<file path="src/rtl/wb_arbiter2.sv">
// -----------------------------------------------------------------------------
// wb_arbiter2 -- two-master to one-slave Wishbone arbiter with a strobe timeout.
//
// Purpose:
//   Shares one Wishbone slave between two masters. A grant is held until the
//   granted master drops cyc, so a cycle is never pre-empted. Simultaneous
//   requests from IDLE go to the master that was not granted last, which
//   alternates between the masters when both are busy. A slave that stays
//   silent for TIMEOUT strobe cycles gets a one-cycle err to the master. After
//   that, s_stb is held low until the master ends the strobe.
//
// Parameters:
//   ADDR_WIDTH  Wishbone address width
//   TIMEOUT     strobe cycles before a silent slave is errored (0 = never)
//
// Ports:
//   sys_clk, sys_rst              clock and synchronous active-low reset
//   mN_cyc/stb/we/adr/mosi/sel    master N request inputs (N = 0, 1)
//   mN_miso/ack/err               master N response outputs
//   s_cyc/stb/we/adr/mosi/sel     shared slave request outputs
//   s_miso/ack/err                shared slave response inputs
// -----------------------------------------------------------------------------
module wb_arbiter2 #(
  parameter int ADDR_WIDTH = 32,
  parameter int TIMEOUT    = 1024
) (
  input  logic                  sys_clk,
  input  logic                  sys_rst,
  // master 0
  input  logic                  m0_cyc,
  input  logic                  m0_stb,
  input  logic                  m0_we,
  input  logic [ADDR_WIDTH-1:0] m0_adr,
  input  logic [31:0]           m0_mosi,
  input  logic [3:0]            m0_sel,
  output logic [31:0]           m0_miso,
  output logic                  m0_ack,
  output logic                  m0_err,
  // master 1
  input  logic                  m1_cyc,
  input  logic                  m1_stb,
  input  logic                  m1_we,
  input  logic [ADDR_WIDTH-1:0] m1_adr,
  input  logic [31:0]           m1_mosi,
  input  logic [3:0]            m1_sel,
  output logic [31:0]           m1_miso,
  output logic                  m1_ack,
  output logic                  m1_err,
  // shared slave
  output logic                  s_cyc,
  output logic                  s_stb,
  output logic                  s_we,
  output logic [ADDR_WIDTH-1:0] s_adr,
  output logic [31:0]           s_mosi,
  output logic [3:0]            s_sel,
  input  logic [31:0]           s_miso,
  input  logic                  s_ack,
  input  logic                  s_err
);

  // The counter only has to reach TIMEOUT-1, but it is kept at least 1 bit wide.
  localparam int CW_RAW    = $clog2(TIMEOUT + 1);
  localparam int CW        = (TIMEOUT > 0 && CW_RAW > 1) ? CW_RAW : 1;
  localparam int TO_LAST_I = (TIMEOUT > 0) ? (TIMEOUT - 1) : 0;
  localparam logic [CW-1:0] TO_LAST = CW'(TO_LAST_I);
  localparam logic          TO_EN   = (TIMEOUT > 0);

  typedef enum logic [1:0] {
    IDLE   = 2'd0,
    GRANT0 = 2'd1,
    GRANT1 = 2'd2
  } state_t;

  state_t          state_q, state_d;
  logic            last_grant_q, last_grant_d;
  logic [CW-1:0]   cnt_q, cnt_d;
  logic            to_flag_q, to_flag_d;

  // Master inputs gathered into arrays so the output mux can index by grant.
  logic [1:0]            m_cyc, m_stb, m_we;
  logic [ADDR_WIDTH-1:0] m_adr  [2];
  logic [31:0]           m_mosi [2];
  logic [3:0]            m_sel  [2];

  assign m_cyc     = {m1_cyc, m0_cyc};
  assign m_stb     = {m1_stb, m0_stb};
  assign m_we      = {m1_we,  m0_we};
  assign m_adr[0]  = m0_adr;
  assign m_adr[1]  = m1_adr;
  assign m_mosi[0] = m0_mosi;
  assign m_mosi[1] = m1_mosi;
  assign m_sel[0]  = m0_sel;
  assign m_sel[1]  = m1_sel;

  // Gating with sys_rst keeps every output quiet while reset is held. This also
  // suppresses any ack or err from a cycle that the reset aborts.
  logic [1:0] gnt;
  logic       gidx;
  logic       active;

  assign gnt[0] = sys_rst & (state_q == GRANT0);
  assign gnt[1] = sys_rst & (state_q == GRANT1);
  assign gidx   = (state_q == GRANT1);
  assign active = |gnt;

  // Slave-side request mux.
  always_comb begin
    s_cyc  = 1'b0;
    s_stb  = 1'b0;
    s_we   = 1'b0;
    s_adr  = '0;
    s_mosi = '0;
    s_sel  = '0;
    if (active) begin
      s_cyc  = m_cyc[gidx];
      s_stb  = m_stb[gidx] & ~to_flag_q;
      s_we   = m_we[gidx];
      s_adr  = m_adr[gidx];
      s_mosi = m_mosi[gidx];
      s_sel  = m_sel[gidx];
    end
  end

  // A strobe cycle the slave has not answered. A response in the final cycle
  // clears this, so the slave wins that tie against the timeout.
  logic wait_cond;
  logic to_fire;

  assign wait_cond = s_cyc & s_stb & ~s_ack & ~s_err;
  assign to_fire   = TO_EN & wait_cond & (cnt_q == TO_LAST);

  // Master-side response demux.
  logic [31:0] m_miso_w [2];
  logic [1:0]  m_ack_w, m_err_w;

  for (genvar gi = 0; gi < 2; gi++) begin : g_resp
    assign m_miso_w[gi] = gnt[gi] ? s_miso : 32'd0;
    assign m_ack_w[gi]  = gnt[gi] & s_ack;
    assign m_err_w[gi]  = gnt[gi] & (s_err | to_fire);
  end

  assign m0_miso = m_miso_w[0];
  assign m0_ack  = m_ack_w[0];
  assign m0_err  = m_err_w[0];
  assign m1_miso = m_miso_w[1];
  assign m1_ack  = m_ack_w[1];
  assign m1_err  = m_err_w[1];

  // Next-state logic.
  logic state_chg;

  always_comb begin
    state_d      = state_q;
    last_grant_d = last_grant_q;
    unique case (state_q)
      IDLE: begin
        if (m0_cyc && m1_cyc) state_d = last_grant_q ? GRANT0 : GRANT1;
        else if (m0_cyc)      state_d = GRANT0;
        else if (m1_cyc)      state_d = GRANT1;
      end
      GRANT0: if (!m0_cyc) state_d = m1_cyc ? GRANT1 : IDLE;
      GRANT1: if (!m1_cyc) state_d = m0_cyc ? GRANT0 : IDLE;
      default: state_d = IDLE;
    endcase
    if (state_d == GRANT0 && state_q != GRANT0) last_grant_d = 1'b0;
    if (state_d == GRANT1 && state_q != GRANT1) last_grant_d = 1'b1;
  end

  assign state_chg = (state_d != state_q);

  always_comb begin
    cnt_d = cnt_q + 1'b1;
    if (state_chg || !wait_cond || to_fire || !TO_EN) cnt_d = '0;

    to_flag_d = to_flag_q;
    if (state_chg)
      to_flag_d = 1'b0;
    else if (to_fire)
      to_flag_d = 1'b1;
    else if (to_flag_q && !(m_cyc[gidx] && m_stb[gidx]))
      to_flag_d = 1'b0;  // the master has ended the strobe it was erroring
  end

  always_ff @(posedge sys_clk) begin
    if (!sys_rst) begin
      state_q      <= IDLE;
      last_grant_q <= 1'b1;  // m0 wins the first tie
      cnt_q        <= '0;
      to_flag_q    <= 1'b0;
    end else begin
      state_q      <= state_d;
      last_grant_q <= last_grant_d;
      cnt_q        <= cnt_d;
      to_flag_q    <= to_flag_d;
    end
  end

endmodule

</file>
<file path="config.mk">
export PLATFORM = sky130hd
export DESIGN_NAME = wb_arbiter2
export DESIGN_NICKNAME = d
export VERILOG_FILES = /design/src/rtl/wb_arbiter2.sv
export SDC_FILE = /design/constraint.sdc
export NUM_CORES = 1
export LEC_CHECK = 0
export BUFFER_PORTS_ARGS = -buffer_cell sky130_fd_sc_hd__buf_2
export CAP_MARGIN = 40
export CORE_AREA = 2 2 123 125
export CTS_BUF_LIST = sky130_fd_sc_hd__clkbuf_2 sky130_fd_sc_hd__clkbuf_4 sky130_fd_sc_hd__clkbuf_8
export DETAILED_ROUTE_END_ITERATION = 10
export DIE_AREA = 0 0 125 127
export PLACE_DENSITY_LB_ADDON = 0.12
export SYNTH_ARGS = -nofsm -noshare
export SYNTH_HDL_FRONTEND = slang
export SYNTH_SLANG_ARGS = --single-unit
</file>
<file path="constraint.sdc">
create_clock -name sys_clk -period 3.5 [get_ports sys_clk]
set_clock_uncertainty 0.15 [all_clocks]
set_input_delay 0.35 -clock sys_clk [delete_from_list [all_inputs] [get_ports sys_clk]]
set_output_delay 0.35 -clock sys_clk [all_outputs]
set_load 0.02 [all_outputs]
</file>
==> results of run 1 <==
[flip-flops by register name, summed over array words and instances (netlist names)]
signal        flops
to_flag_q         1
cnt_q            11
last_grant_q      1
state_q           2
[power by group]
group | internal, uW | switching, uW | total, uW
Combinational | 164 | 239 | 403
Sequential | 173 | 5.57 | 179
Clock | 78.8 | 61.2 | 140
Total | 416 | 306 | 722
[metal layers]
metal  vias to the layer above  GRT usage [%]
met5                         -              0
met4                         0           1.31
met3                         4           2.43
met2                       166           25.8
met1                      1640           16.4
li1                       1937              -
[worst paths after layout]
kind | start | endpoint | slack, ns | cells past startpoint
worst max-delay path | state_q[1]$_SDFF_PN0_ | s_adr[4] | 0.66 | 5
worst min-delay path | sys_rst | last_grant_q$_SDFFE_PP1P_ | 0.26 | 2
worst min register to register | to_flag_q$_SDFFE_PP0P_ | to_flag_q$_SDFFE_PP0P_ | 0.33 | 2
worst max register to register | state_q[1]$_SDFF_PN0_ | to_flag_q$_SDFFE_PP0P_ | 1.66 | 4
[area by class of cell]
class / count / share of cell area, %
clock buffer: 3 / 1.02
clock inverter: 1 / 0.124
inverter: 4 / 0.372
multi-input combinational: 344 / 43.8
sequential: 15 / 7.44
tap: 184 / 5.71
timing repair buffer: 325 / 41.5
[critical path: stages, from the launching register on]
cell and delay [ns]:
dfxtp_1 0.54, nor2b_4 0.63, buf_4 0.39, nand2_1 0.10, a21oi_1 0.21, buf_2 0.21
[per-stage QoR]
step / setup slack [ns] / power, uW
after detailed placement: 0.929 / 588
final: 0.662 / 722
after global placement: 1.00 / 588
after CTS: 0.653 / 733
after global routing: 0.486 / 775
after floorplan: 1.26 / 399
[synthesized netlist by cell type (all sizes together)]
library cell	instances
clkbuf	22
o31ai	4
nor2	14
and4b	1
nor3b	1
dfxtp	15
nand2	143
ha	1
nand4	4
o221ai	1
nand4b	1
o311a	1
nor2b	3
xnor2	1
a21oi	71
xor2	7
nand3	7
o21ai	2
and2	1
and3	72
nand2b	3
buf	20
o22ai	2
and4	1
nand3b	2
inv	4
nor4	1
[kinds of logic after synthesis]
group / count (synthesis)
fa+ha+maj: 1
simple gates: 254
buf+inv: 46
compound gates: 81
flops: 15
xor+xnor: 8
==> impl_results.md, run 1 <==
- First-pass GRT wire length: ~18000 um
- Initial antenna violation count: 0
- WL met1: roughly 5000 um
- Drt drc: 0
- Gr usage total: between 10% and 20%
- Multi-input logic area: between 1500 and 2000 um^2
- Most common cell after layout, fill and taps aside: buf_2
- Ports: roughly 320
- Via count: roughly 3700
- Max VDD drop: slightly below 0.2 mV
- Postcts setup bufs: 0
- Compound-Gate Fraction of Synth Area: 19.8%
- Total CTS buffers: 3
- Finished Cell Area: 4040 um^2
- Post-CTS Hold Buffers: 0
- Worst-Margin Slew: around 0.63 ns
- Area Overhead vs Synth: 78.3%
- Crit-path max FO: 27
- # diodes: 0
- Worst Path Arrival: 2.34 ns
- Flops & latches, synth: 15
- Root buffer cell: clkbuf_8
- Core Region: between 10000 and 15000 um^2
- Routed len/inst: 14.1 um
- Mapped Avg Cell Area: roughly 5.6 um^2
- Sequential cell area: around 300 um^2
- Mapped Cells: 405
- Slew Limit Fails: 0
- DR WL met2: around 6500 um
- RSZ-0062 raised after global routing: false
- Cell Area, Synth: 2260 um^2
- Initial drt markers: 170
- Final Hold Vio Count: 0
- Initial Utilization: between 15 and 20%
- Sequential fraction of the synthesis area: a little over an eighth
- Outcome: finished clean
- Synth top area share: 23.7%
- Largest family of logic cells by synthesized area: simple AND/OR/NAND/NOR gates
- CTS tree: yes
- ANT nets after route: 0
- Share of cells above drive strength 1: 48.8%
- Yosys cell types: 35
- Largest net degree at the start of global routing: 70
- Nets: between 800 and 900
- Crit. End Element: primary output
- Slew Limit Headroom: between 50% and 60%
- Max Cap Violations: 0
- Finished Layout Cells: around 900
- Clock Path Buffers: 2
- GRT overflow: 0
- Syn_nets: between 500 and 600
- Top Metal Used: met4
- Row Count: between 40 and 50
- Worst Path Required: roughly 3 ns
- Placed cells: a little under 900
- Leakage: around 0.0026 uW
- DR WL met3: between 900 and 1000 um
- Final WL: approximately 12000 um
- Final GP Congestion: between 0.8 and 0.9
- Worst hold margin: between 0.2 and 0.3 ns
- Via density: 4.28
- Setup TNS: 0 ns
- Multiplexer area fraction after synthesis: 0%
- Vias in the first global route: about 3400
- Largest cells by area after synthesis: nand2_1 24%, and3_1 20%, a21oi_1 15%
- Setup Crit Path Kind: flip-flop to primary output
- Clk Latency, worst-skew pair: approximately 0.25 ns
- 1st-pass router iterations: 4
- Worst min path class: primary input to flip-flop
- Clk sinks: 15
- Pwr Density: ~180 nW/um^2
- Fmax: ~350 MHz
- Post-DP Area: 3990 um^2
- Core Util, Final: 28.0%
- Final min period: between 2 and 3 ns
- Die Wd: between 100 and 150 um
- XOR/XNOR share of the synthesized area: between 3 and 4%
- Largest area contributor in the netlist: nand2_1
- Detail Placement HPWL: slightly below 10000 um
- Startpoint types: flip-flop
- Most frequent cells in the layout: 316 x buf_2, 143 x nand2_1, 72 x and3_1
- H-tree depth: 1
- CTS resizes: 0
- Adder-Cell Fraction of Synth Area: less than 1%
- Chip Height: 127 um
- Clock-pin transition on the worst setup and hold timing paths: about 0.060 ns
- Simple logic cell fraction of the synthesized area: 53.8%
- Yosys warns: 0
- # setup viols final: 0
- Fillers: between 1500 and 2000
- Final period util: between 80% and 90%
- Die area: between 15000 and 20000 um^2
- Port Buf Inserts: approximately 320
Power figures use the tool's default switching activity.
==> run 2: changes to the inputs <==
--- a/config.mk
+++ b/config.mk
@@ -7,10 +7,10 @@
 export LEC_CHECK = 0
 export BUFFER_PORTS_ARGS = -buffer_cell sky130_fd_sc_hd__buf_2
 export CAP_MARGIN = 40
-export CORE_AREA = 2 2 123 125
+export CORE_AREA = 2 2 122 124
 export CTS_BUF_LIST = sky130_fd_sc_hd__clkbuf_2 sky130_fd_sc_hd__clkbuf_4 sky130_fd_sc_hd__clkbuf_8
 export DETAILED_ROUTE_END_ITERATION = 10
-export DIE_AREA = 0 0 125 127
+export DIE_AREA = 0 0 124 126
 export PLACE_DENSITY_LB_ADDON = 0.12
 export SYNTH_ARGS = -nofsm -noshare
 export SYNTH_HDL_FRONTEND = slang
==> constraint.sdc (replaced) <==
create_clock -name sys_clk -period 2.55 [get_ports sys_clk]
set_clock_uncertainty 0.15 [all_clocks]
set_input_delay 0.255 -clock sys_clk [delete_from_list [all_inputs] [get_ports sys_clk]]
set_output_delay 0.255 -clock sys_clk [all_outputs]
set_load 0.02 [all_outputs]
==> run 2 against run 1 <==
Against the previous run: via count grew 1.2%; die area is 1.6% lower; cell area grew 1.1%; routed wire length is 0.33% lower; cell count grew 0.11%; count of clock-buffer cells in the layout did not move; highest routed layer unchanged.
==> impl_results.md, run 2 (synthesized netlist as in run 1, its figures left out) <==
- Gr usage total: 13.6% (about the same)
- Clock-pin transition on the worst setup and hold timing paths: 0.06 ns (about the same)
- Routed len/inst: 14.0 um (was 14.1 um)
- Fin worst setup slack: 0.197 ns (was 0.662 ns)
- Leakage: 0.00261 uW (was 0.00259 uW)
- Startpoint types: flip-flop (unchanged)
- Area Overhead vs Synth: 80.3% (was 78.3%)
- CTS tree: yes (unchanged)
- Total CTS buffers: 3 (unchanged)
- Vias in the first global route: 3330 (was 3380)
- Largest net degree at the start of global routing: 70 (unchanged)
- Crit-path cells: inv_1, o31ai_4, nand3_2, o31ai_1, buf_2 (was nor2b_4, buf_4, nand2_1, a21oi_1, buf_2)
- Top Family by Delay on Critical Path: compound AO/OA/AOI/OAI gates (was simple AND/OR/NAND/NOR gates)
- RSZ-0062 raised after global routing: false (unchanged)
- Nets: 873 (was 872)
- Sequential cell area: 300 um^2 (unchanged)
- Biggest registers after layout: cnt_q x11, state_q x2 (unchanged)
- Setup TNS: 0 ns (unchanged)
- Max VDD drop: 0.202 mV (was 0.194 mV)
- Crit-path max FO: 11 (was 27)
- Total power draw: 1000 uW (was 722 uW)
- Gate power share: 56.4% (was 55.8%)
- Core Region: 14300 um^2 (was 14400 um^2)
- P_sw: 422 uW (was 306 uW)
- Reg power frac: 24.5% (was 24.8%)
- Setup Crit Path Kind: flip-flop to primary output (unchanged)
- Final WL: 12300 um (was 12400 um)
- ANT nets after route: 0 (unchanged)
- Slew Limit Fails: 0 (unchanged)
- H-tree depth: 1 (unchanged)
- Post-CTS Hold Buffers: 0 (unchanged)
- GRT overflow: 0 (unchanged)
- Share of cells above drive strength 1: 48.9% (was 48.8%)
- Most frequent cells in the layout: 316 x buf_2, 143 x nand2_1, 72 x and3_1 (unchanged)
- Fillers: 1681 (was 1653)
- Slew Limit Headroom: 70.0% (was 57.6%)
- Worst-Margin Slew: 0.451 ns (was 0.634 ns)
- Final GP Congestion: 0.816 (was 0.885)
- Port Buf Inserts: 316 (unchanged)
- Worst Path Required: 2.14 ns (was 3.00 ns)
- Final min period: about 2.4 ns
- Fmax: 425 MHz
- Final Hold Vio Count: 0 (unchanged)
- Core Util, Final: 28.5% (was 28.0%)
- Die area: 15600 um^2 (was 15900 um^2)
- Die Wd: 124 um (was 125 um)
- Most flop-heavy register: cnt_q (unchanged)
- Clock Path Buffers: 2 (unchanged)
- Initial Utilization: 15.8% (was 15.7%)
- Postcts setup bufs: 0 (unchanged)
- WP buf/inv: 2 (unchanged)
- Initial drt markers: 198 (was 170)
- Ports: 317 (unchanged)
- Outcome: finished clean (unchanged)
- Row Count: 44 (unchanged)
- Sw frac: 42.1% (was 42.4%)
- Root buffer cell: clkbuf_8 (unchanged)
- Max FFs per register: 11 (unchanged)
- Final period util: 92.3%
- Via density: 4.32 (was 4.28)
- Clk network pwr share: 19.1% (was 19.4%)
- Clk sinks: 15 (unchanged)
- # setup viols final: 0 (unchanged)
- Clk Latency, worst-skew pair: 0.24 ns (was 0.25 ns)
- CTS resizes: 0 (unchanged)
- Internal: 579 uW (was 416 uW)
- Via count: 3791 (was 3747)
- Initial antenna violation count: 0 (unchanged)
- Crit. End Element: primary output (unchanged)
- Worst stage delay on the critical path: 0.54 ns (was 0.63 ns)
- 1st-pass router iterations: 4 (unchanged)
- Dpl ws: 0.469 ns (was 0.929 ns)
- Chip Height: 126 um (was 127 um)
- Max Cap Violations: 0 (unchanged)
- Slowest stage cell, crit path: dfxtp_1 (was nor2b_4)
- Worst hold margin: 0.155 ns (was 0.256 ns)
- Multi-input logic area: 1770 um^2 (unchanged)
- Detail Placement HPWL: 9840 um (was 9880 um)
- Drt drc: 0 (unchanged)
- Most common cell after layout, fill and taps aside: buf_2 (unchanged)
- Worst min path class: primary input to flip-flop (unchanged)
- # diodes: 0 (unchanged)
- First-pass GRT wire length: 17400 um (was 18100 um)
- Pwr Density: 245 nW/um^2 (was 179 nW/um^2)
- Worst Path Arrival: 1.95 ns (was 2.34 ns)
[run 2: cell types whose count changed in the layout (fill, tap and decap cells not counted)]
cell,before,now
buf_4,7,5
buf_12,2,5
[run 2: path summary, 6_finish.rpt]
kind	start	endpoint	slack [ns]	cells after the start
hold reg to reg	cnt_q[10]$_SDFF_PP0_	cnt_q[10]$_SDFF_PP0_	0.32	1
setup / recovery	state_q[1]$_SDFF_PN0_	m0_err	0.20	5
setup reg to reg	state_q[1]$_SDFF_PN0_	to_flag_q$_SDFFE_PP0P_	0.77	5
hold / removal	sys_rst	last_grant_q$_SDFFE_PP1P_	0.16	2
[run 2: area by class of cell]
cell class / count / share of cell area [%]
clock inverter: 1 / 0.123
clock buffer: 3 / 1.01
tap: 184 / 5.64
multi-input combinational: 344 / 43.4
sequential: 15 / 7.36
inverter: 4 / 0.368
timing repair buffer: 326 / 42.1
[run 2: worst register-to-register path: stages (launching register included)]
cell      delay [ns]
dfxtp_1         0.54
nor2b_4         0.34
buf_4           0.29
and3_1          0.19
o221ai_1        0.11
o31ai_1         0.08
[run 2: power groups by stage]
stage / logic [uW] / clock network [uW] / registers, uW
after global placement: 567 / 0 / 251
after global routing: 618 / 211 / 246
after CTS: 572 / 195 / 245
after floorplan: 302 / 0 / 245
after detailed placement: 569 / 0 / 251
final: 564 / 191 / 246
[run 2: routing by layer]
layer  up-vias  part of all wire (%)  GRT usage, %
met4         0                   2.0          2.97
met5         -                     0             0
li1       1936                     -             -
met1      1671                    41          17.3
met3        16                   9.1          1.99
met2       168                    48          24.2
[run 2: per-stage QoR]
stage / cell area, um^2 / std cells
after floorplan: 2260 / 405
after global placement: 4030 / 873
after detailed placement: 4030 / 873
after CTS: 4080 / 877
after global routing: 4080 / 877
final: 4080 / 877
